[src/rtl/pipe_forward_hazard_unit.sv]
// EX-stage operand forwarding, load-use hazard detection with a latency-sized
// stall FSM, and saturating stall/forward performance counters.
module pipe_forward_hazard_unit #(
  parameter int REG_ADDR_W   = 5,
  parameter int NUM_SRC      = 2,
  parameter int LOAD_LATENCY = 1,
  parameter int CNT_W        = 16
) (
  input  logic                          clk,
  input  logic                          reset,
  input  logic [NUM_SRC*REG_ADDR_W-1:0] IFID_Src,
  input  logic [NUM_SRC-1:0]            IFID_SrcUsed,
  input  logic [NUM_SRC*REG_ADDR_W-1:0] IDEX_Src,
  input  logic                          IDEX_MemRead,
  input  logic [REG_ADDR_W-1:0]         IDEX_RegisterRd,
  input  logic                          EXMEM_RegWrite,
  input  logic [REG_ADDR_W-1:0]         EXMEM_RegisterRd,
  input  logic                          MEMWB_RegWrite,
  input  logic [REG_ADDR_W-1:0]         MEMWB_RegisterRd,
  input  logic                          flush,
  output logic [NUM_SRC*2-1:0]          forward,
  output logic                          stall,
  output logic                          bubble,
  output logic [CNT_W-1:0]              stall_count,
  output logic [CNT_W-1:0]              fwd_count
);

  localparam int SCNT_W = $clog2(LOAD_LATENCY + 1);
  localparam logic [SCNT_W-1:0] SCNT_LOAD = SCNT_W'(LOAD_LATENCY - 1);
  localparam logic [SCNT_W-1:0] SCNT_ONE  = SCNT_W'(1);
  localparam logic [CNT_W-1:0]  CNT_ONE   = CNT_W'(1);

  typedef enum logic {IDLE, STALL} fsmState;

  fsmState           state, nextState;
  logic [SCNT_W-1:0] scnt, nextScnt;
  logic              hazard;
  logic              stallRaw;

  // Each operand resolves on its own; the EX/MEM check wins over MEM/WB.
  // NOTE: every always_comb output gets a default first so no path infers a latch.
  always_comb begin
    forward = '0;
    for (int i = 0; i < NUM_SRC; i++) begin
      if (EXMEM_RegWrite && EXMEM_RegisterRd != '0 &&
          EXMEM_RegisterRd == IDEX_Src[i*REG_ADDR_W +: REG_ADDR_W])
        forward[2*i +: 2] = 2'b10;
      else if (MEMWB_RegWrite && MEMWB_RegisterRd != '0 &&
               MEMWB_RegisterRd == IDEX_Src[i*REG_ADDR_W +: REG_ADDR_W])
        forward[2*i +: 2] = 2'b01;
    end
  end

  always_comb begin
    hazard = 1'b0;
    if (IDEX_MemRead && IDEX_RegisterRd != '0) begin
      for (int i = 0; i < NUM_SRC; i++) begin
        if (IFID_SrcUsed[i] && IFID_Src[i*REG_ADDR_W +: REG_ADDR_W] == IDEX_RegisterRd)
          hazard = 1'b1;
      end
    end
  end

  // The detecting cycle is the first stall cycle; STALL covers the remaining
  // LOAD_LATENCY-1 cycles and ignores the hazard input meanwhile.
  always_comb begin
    nextState = state;
    nextScnt  = scnt;
    stallRaw  = 1'b0;
    case (state)
      IDLE: begin
        if (hazard && !flush) begin
          stallRaw = 1'b1;
          if (LOAD_LATENCY > 1) begin
            nextState = STALL;
            nextScnt  = SCNT_LOAD;
          end
        end
      end
      STALL: begin
        if (flush) begin
          nextState = IDLE;
        end else begin
          stallRaw = 1'b1;
          nextScnt = scnt - SCNT_ONE;
          if (scnt == SCNT_ONE) nextState = IDLE;
        end
      end
      default: nextState = IDLE;
    endcase
  end

  assign stall  = stallRaw && !reset;
  assign bubble = stall;

  // NOTE: sequential state uses non-blocking assignments so every register
  // samples pre-edge values regardless of statement order.
  always_ff @(posedge clk) begin
    if (reset) begin
      state       <= IDLE;
      scnt        <= '0;
      stall_count <= '0;
      fwd_count   <= '0;
    end else begin
      state <= nextState;
      scnt  <= nextScnt;
      if (stall && stall_count != '1) stall_count <= stall_count + CNT_ONE;
      if (|forward && fwd_count != '1) fwd_count <= fwd_count + CNT_ONE;
    end
  end

endmodule

[config.mk]
export PLATFORM = sky130hd
export DESIGN_NAME = pipe_forward_hazard_unit
export DESIGN_NICKNAME = d
export VERILOG_FILES = /design/src/rtl/pipe_forward_hazard_unit.sv
export SDC_FILE = /design/constraint.sdc
export NUM_CORES = 1
export LEC_CHECK = 0
export CAP_MARGIN = 20
export CORE_UTILIZATION = 35
export CTS_CLUSTER_DIAMETER = 100
export CTS_CLUSTER_SIZE = 8
export DETAILED_ROUTE_END_ITERATION = 8
export PLACE_DENSITY = 0.66
export SLEW_MARGIN = 25
export SYNTH_ARGS = -nofsm -noshare
export SYNTH_HDL_FRONTEND = slang
export SYNTH_SLANG_ARGS = --single-unit
[constraint.sdc]
create_clock -name clk -period 2.3 [get_ports clk]
set_input_delay 0.575 -clock clk [delete_from_list [all_inputs] [get_ports clk]]
set_output_delay 0.575 -clock clk [all_outputs]
set_load 0.02 [all_outputs]
======== Word-level counts from Yosys, hierarchy flattened ========
Cells that the tools add are included.
W data, S select, Z words.
operators by class
  add/sub/neg operators ................... 3
  eq/ne operators ......................... 8
  multiplexer cells ....................... 11
  bitwise logic cells ..................... 2
  reductions and logical operators ........ 21
operators by type and width
  operator                 count
  $add A16 B1 Y16 const B  2
  $ne A16 B16 Y1 const B   2
  $eq A5 B5 Y1             6
  $reduce_bool A5 Y1       3
  $logic_and A1 B1 Y1      13
  $mux W1                  8
  $mux W2                  2
  $reduce_or A4 Y1         1
  $reduce_or A3 Y1         1
  $logic_not A1 Y1         2
  $not A1 Y1               2
  $pmux W1 S2              1
  $reduce_and A2 Y1        1
  $sub A1 B1 Y1 const B    1
word-level totals
  register bits after elaboration ......... 34
  input bits .............................. 43
  output and inout bits ................... 38
  word-level logic and storage cells ...... 49

======== Logic depth before layout (Yosys ltp) ========
  depth in word-level cells ............... 10
  mapped depth ............................ 9
  mapped depth without buffers ............ 7

======== Least setup slack after synthesis ========
No wires, ideal clock.
  path type ............................... input to register
  start point ............................. in EXMEM_RegisterRd[1]
  end point ............................... reg fwd_count[1]
  library setup time ...................... 0.128 ns
  arrival ................................. 2.356 ns
  required time ........................... 2.172 ns
  path slack .............................. -0.183 ns
  stages on the path ...................... 8
  path buffers ............................ 2
  cells stage by stage .................... or4_1 > nor2_2 > nor4_2 > o41ai_4 > buf_6 > buf_8 > mux2i_1 > nor2_1
on the way
  cells in the longest elaborated chain, start to end .. 6
  elaborated cells on any way between the ends .. 10
  classes of those cells .................. 2 x eq/ne; 2 x mux; 6 x reduce/logical
RTL lines
  item                     RTL line  source
  start: declaration       17        input logic [REG_ADDR_W-1:0] EXMEM_RegisterRd,
  $reduce_bool A5 Y1       45        if (EXMEM_RegWrite && EXMEM_RegisterRd != '0 &&
  $logic_and A1 B1 Y1      45
  $logic_and A1 B1 Y1 (*)  45
  $mux W2 (*)              45
  named net forward[3]     21        output logic [NUM_SRC*2-1:0] forward,
  $reduce_or A4 Y1 (*)     108       if (|forward && fwd_count != '1) fwd_count <= fwd_count + CNT_ONE;
  $logic_and A1 B1 Y1 (*)  108
  end signal: assignment   108
  end: declaration         25        output logic [CNT_W-1:0] fwd_count
Mark *: on every way through the listed nets, which the timed path passes. The rest lies on a longest branch.
A chain may end at the register's enable or synchronous reset.

======== Final worst setup path ========
  start point ............................. in EXMEM_RegisterRd[1]
  end point ............................... out forward[0]
on the way
  cells in the longest elaborated chain, start to end .. 4
  elaborated cells on any way between the ends .. 5
  classes of those cells .................. 1 x eq/ne; 1 x mux; 3 x reduce/logical
RTL lines
  item                     RTL line
  $reduce_bool A5 Y1       45
  $logic_and A1 B1 Y1      45
  $logic_and A1 B1 Y1 (*)  45
  $mux W2 (*)              45
  end: declaration         21
Mark *: on every way between the ends. The rest lies on a longest branch, timed or not.

==> flow_summary_export.csv <==
group,metric,value,unit
synthesis,synthDominantCellAreaShare,32.6,%
synthesis,synth_flop_cell,"dfxtp_1",
clocking,root_buffer,"clkbuf_8",
critical_path,required,1730,ps
synthesis,yosys_warnings,0,
floorplanning,die_w,79.2,um
power_and_ir_drop,seqPwrFrac,42.2,%
clocking,numClockSinks,34,
synthesis,async_flop_share,0,%
sta,period_needed,2370,ps
power_and_ir_drop,clkPwrFrac,39.5,%
critical_path,arrival,1800,ps
sta,fmax,422,MHz
critical_path,end_kind,"primary output",
worst_hold_path,worst_hold_path_type,"reg2reg",
placement,port_buffers,80,
sta,setup-violations-final,5,
global_routing,grt_max_degree,36,
power_and_ir_drop,leakage,1.27,nW
critical_path,critical_path_class,"in2out",
floorplanning,die_h,79.2,um
sta,timing.final.ws_setup,-71.5,ps
sta,fin_hold_ws,465,ps
power_and_ir_drop,p_int,1.08,mW
route,via_count,2415,
synthesis,synth_cell_types,37,
power_and_ir_drop,power_density,396,mW/mm^2
placement,hpwl,4280,um
sta,fin_skew,10.3,ps
global_routing,antenna_found_initial,0,
clocking,clock_latency,280,ps
global_routing,grt_overflow,0,
floorplanning,initial_core_util,37.0,%
route,route.detailed.drc,0,
route,drtAntennaViolNets,0,
run_status,violations,"setup timing",
global_routing,grt_usage,19.7,%
synthesis,synth_edf_count,0,
job,drv_cap,0,
placement,finalWeightedCongestion,0.839,
critical_path,crit_fanout,2,
placement,place_inst,428,
critical_path,start_kind,"primary input",
power_and_ir_drop,vdd_drop_max,0.000251,V
synthesis,syn_inst,254,
cells_and_area,final_net_count,421,
route,wl_per_cell,14.4,um
synthesis,yosys.area.top_type,"dfxtp_1",
synthesis,netlist_area,0.00209,mm^2
clocking,cts_tree,"done",
power_and_ir_drop,p_sw_share,23.0,%
route,first_pass_iters,4,
cells_and_area,syn_to_final_growth,69.9,%
clocking,cts_max_path_buffers,2,
route,drtIter0Drc,93,
synthesis,synth-seq-area-share,32.6,%
cells_and_area,drive_above_1_share,29.8,%
floorplanning,ioPinCount,81,
power_and_ir_drop,combPwrFrac,18.3,%
sta,post-route-period-util,103,%
clocking,clk_pin_slew,60,ps
sta,worst-slew-pin-transition,408,ps
clocking,cts-buffers-inserted,5,
run_status,status,"finished, violations left",
sta,rsz0062_at_grt,"yes",
synthesis,synth.area.top_cells,"dfxtp_1 (33%), xnor2_1 (9.6%), a21oi_1 (6.5%), or4_1 (5.0%), or3_1 (4.8%)",
synthesis,synth_nets,299,
placement,dp_slack,-821,ps
power_and_ir_drop,switchingPower,0.323,mW
synthesis,avgSynthCellArea,8.22,um^2
global_routing,grt_first_pass_wirelength,9960,um
cells_and_area,diodes,0,
clocking,htreeDepth,2,
route,routed_wl,6450,um
floorplanning,die_area,0.00628,mm^2
floorplanning,core,0.00564,mm^2
cells_and_area,instances_no_fill,448,
synthesis,ys_ff_latch,34,
sta,slew_headroom,72.6,%
floorplanning,row_count,27,
sta,slew_violations,0,
global_routing,grt_pass1_vias,2208,
sta,finalHoldViolCount,0,
route,vias_per_cell,5.39,
sta,finalSetupTns,-186,ps
final timing paths:
path / startpoint / to / slack (ps) / cells after the start
setup / recovery: EXMEM_RegisterRd[1] / forward[0] / -70 / 7
hold / removal: scnt / state / 460 / 1
setup reg to reg: fwd_count[0] / fwd_count[1] / 130 / 9
hold reg to reg: scnt / state / 460 / 1
per-stage QoR:
stage	area, um^2	power [mW]	util [%]
after global placement	3200	0.831	56.8
after floorplan	2130	0.697	-
after global routing	3550	1.46	62.9
final	3550	1.40	62.9
after CTS	3370	1.39	59.8
after detailed placement	3200	0.831	56.8
area by class of cell:
cell class	count	area [um^2]
timing repair buffer	125	1140
sequential	34	681
multi-input combinational	205	1500
inverter	5	18.8
clock inverter	1	30.0
tap	72	90.1
clock buffer	6	82.6
fill	504	2090
kinds of logic after synthesis:
family / after synthesis / synth area share [%]
mux: 3 / 1.50
buf+inv: 15 / 4.01
xor+xnor: 34 / 14.3
flops: 34 / 32.6
fa+ha+maj: 2 / 1.20
compound gates: 58 / 16.6
simple gates: 108 / 29.8
layer usage:
metal | wire (um) | vias to the layer above | global-route usage (%)
met4 | 84 | 0 | 5.82
met5 | 0 | - | 0
met3 | 373 | 11 | 4.48
met2 | 3110 | 78 | 32.9
li1 | - | 1191 | -
met1 | 2880 | 1135 | 25.2
power by group through the flow:
stage	registers, mW	clock network, mW	logic (mW)
final	0.592	0.554	0.257
after global routing	0.592	0.594	0.274
after CTS	0.592	0.569	0.228
after detailed placement	0.606	0	0.225
after global placement	0.606	0	0.225
after floorplan	0.608	0	0.0893
layout by cell type, fill, tap and decap left out, types with 4 or more instances in the layout:
cell             instances
or4_4                    6
or3_1                   16
a21oi_1                 22
inv_1                    5
or4_1                    8
o21ai_1                  4
xor2_1                   9
nand4_1                 14
dlygate4sd2_1            9
nand2_1                 15
clkdlybuf4s50_1         36
nand3_1                 12
o31ai_1                 10
o21ai_0                 11
xnor2_1                 19
nor2_1                  12
buf_4                   38
and3_1                   5
clkdlybuf4s15_1          5
buf_2                    7
xnor2_2                  4
dfxtp_1                 34
clkbuf_2                 6
clkbuf_8                 6
buf_6                   16
a21oi_2                  5
synthesized netlist by cell type (3+ instances only):
master    number
nor4_1         3
o31ai_1       10
a21oi_1       27
xor2_1        11
o21ai_0       11
or3_1         16
nand4_1       14
or4_1         14
xnor2_1       23
inv_1          5
nor2b_1        4
nand3_1       12
nand2_1       15
o21ai_1        4
nor2_1        13
dfxtp_1       34
and3_1         5
clkbuf_1       5
nor3_1         4
worst max-delay path, cell delays in order:
cell and delay [ps]:
buf_6 90, or4_4 540, nor2_4 140, nor4_4 60, buf_4 160, nor2b_4 110
buf_6 120
registers in the layout, indices dropped and copies added (netlist names):
| signal | flops |
|---|---|
| state | 1 |
| fwd_count | 16 |
| stall_count | 16 |
| scnt | 1 |
timing repair:
| action | CTS | global route |
|---|---|---|
| endpoints found under the setup margin | 33 | 31 |
| cloned | 1 | 2 |
| gates resized for setup | 146 | 44 |
| hold buffers | 0 | 0 |
| pin swaps | 40 | 27 |
| buffers inserted | 5 | 6 |
No activity file was read; power rests on OpenSTA's default activity.
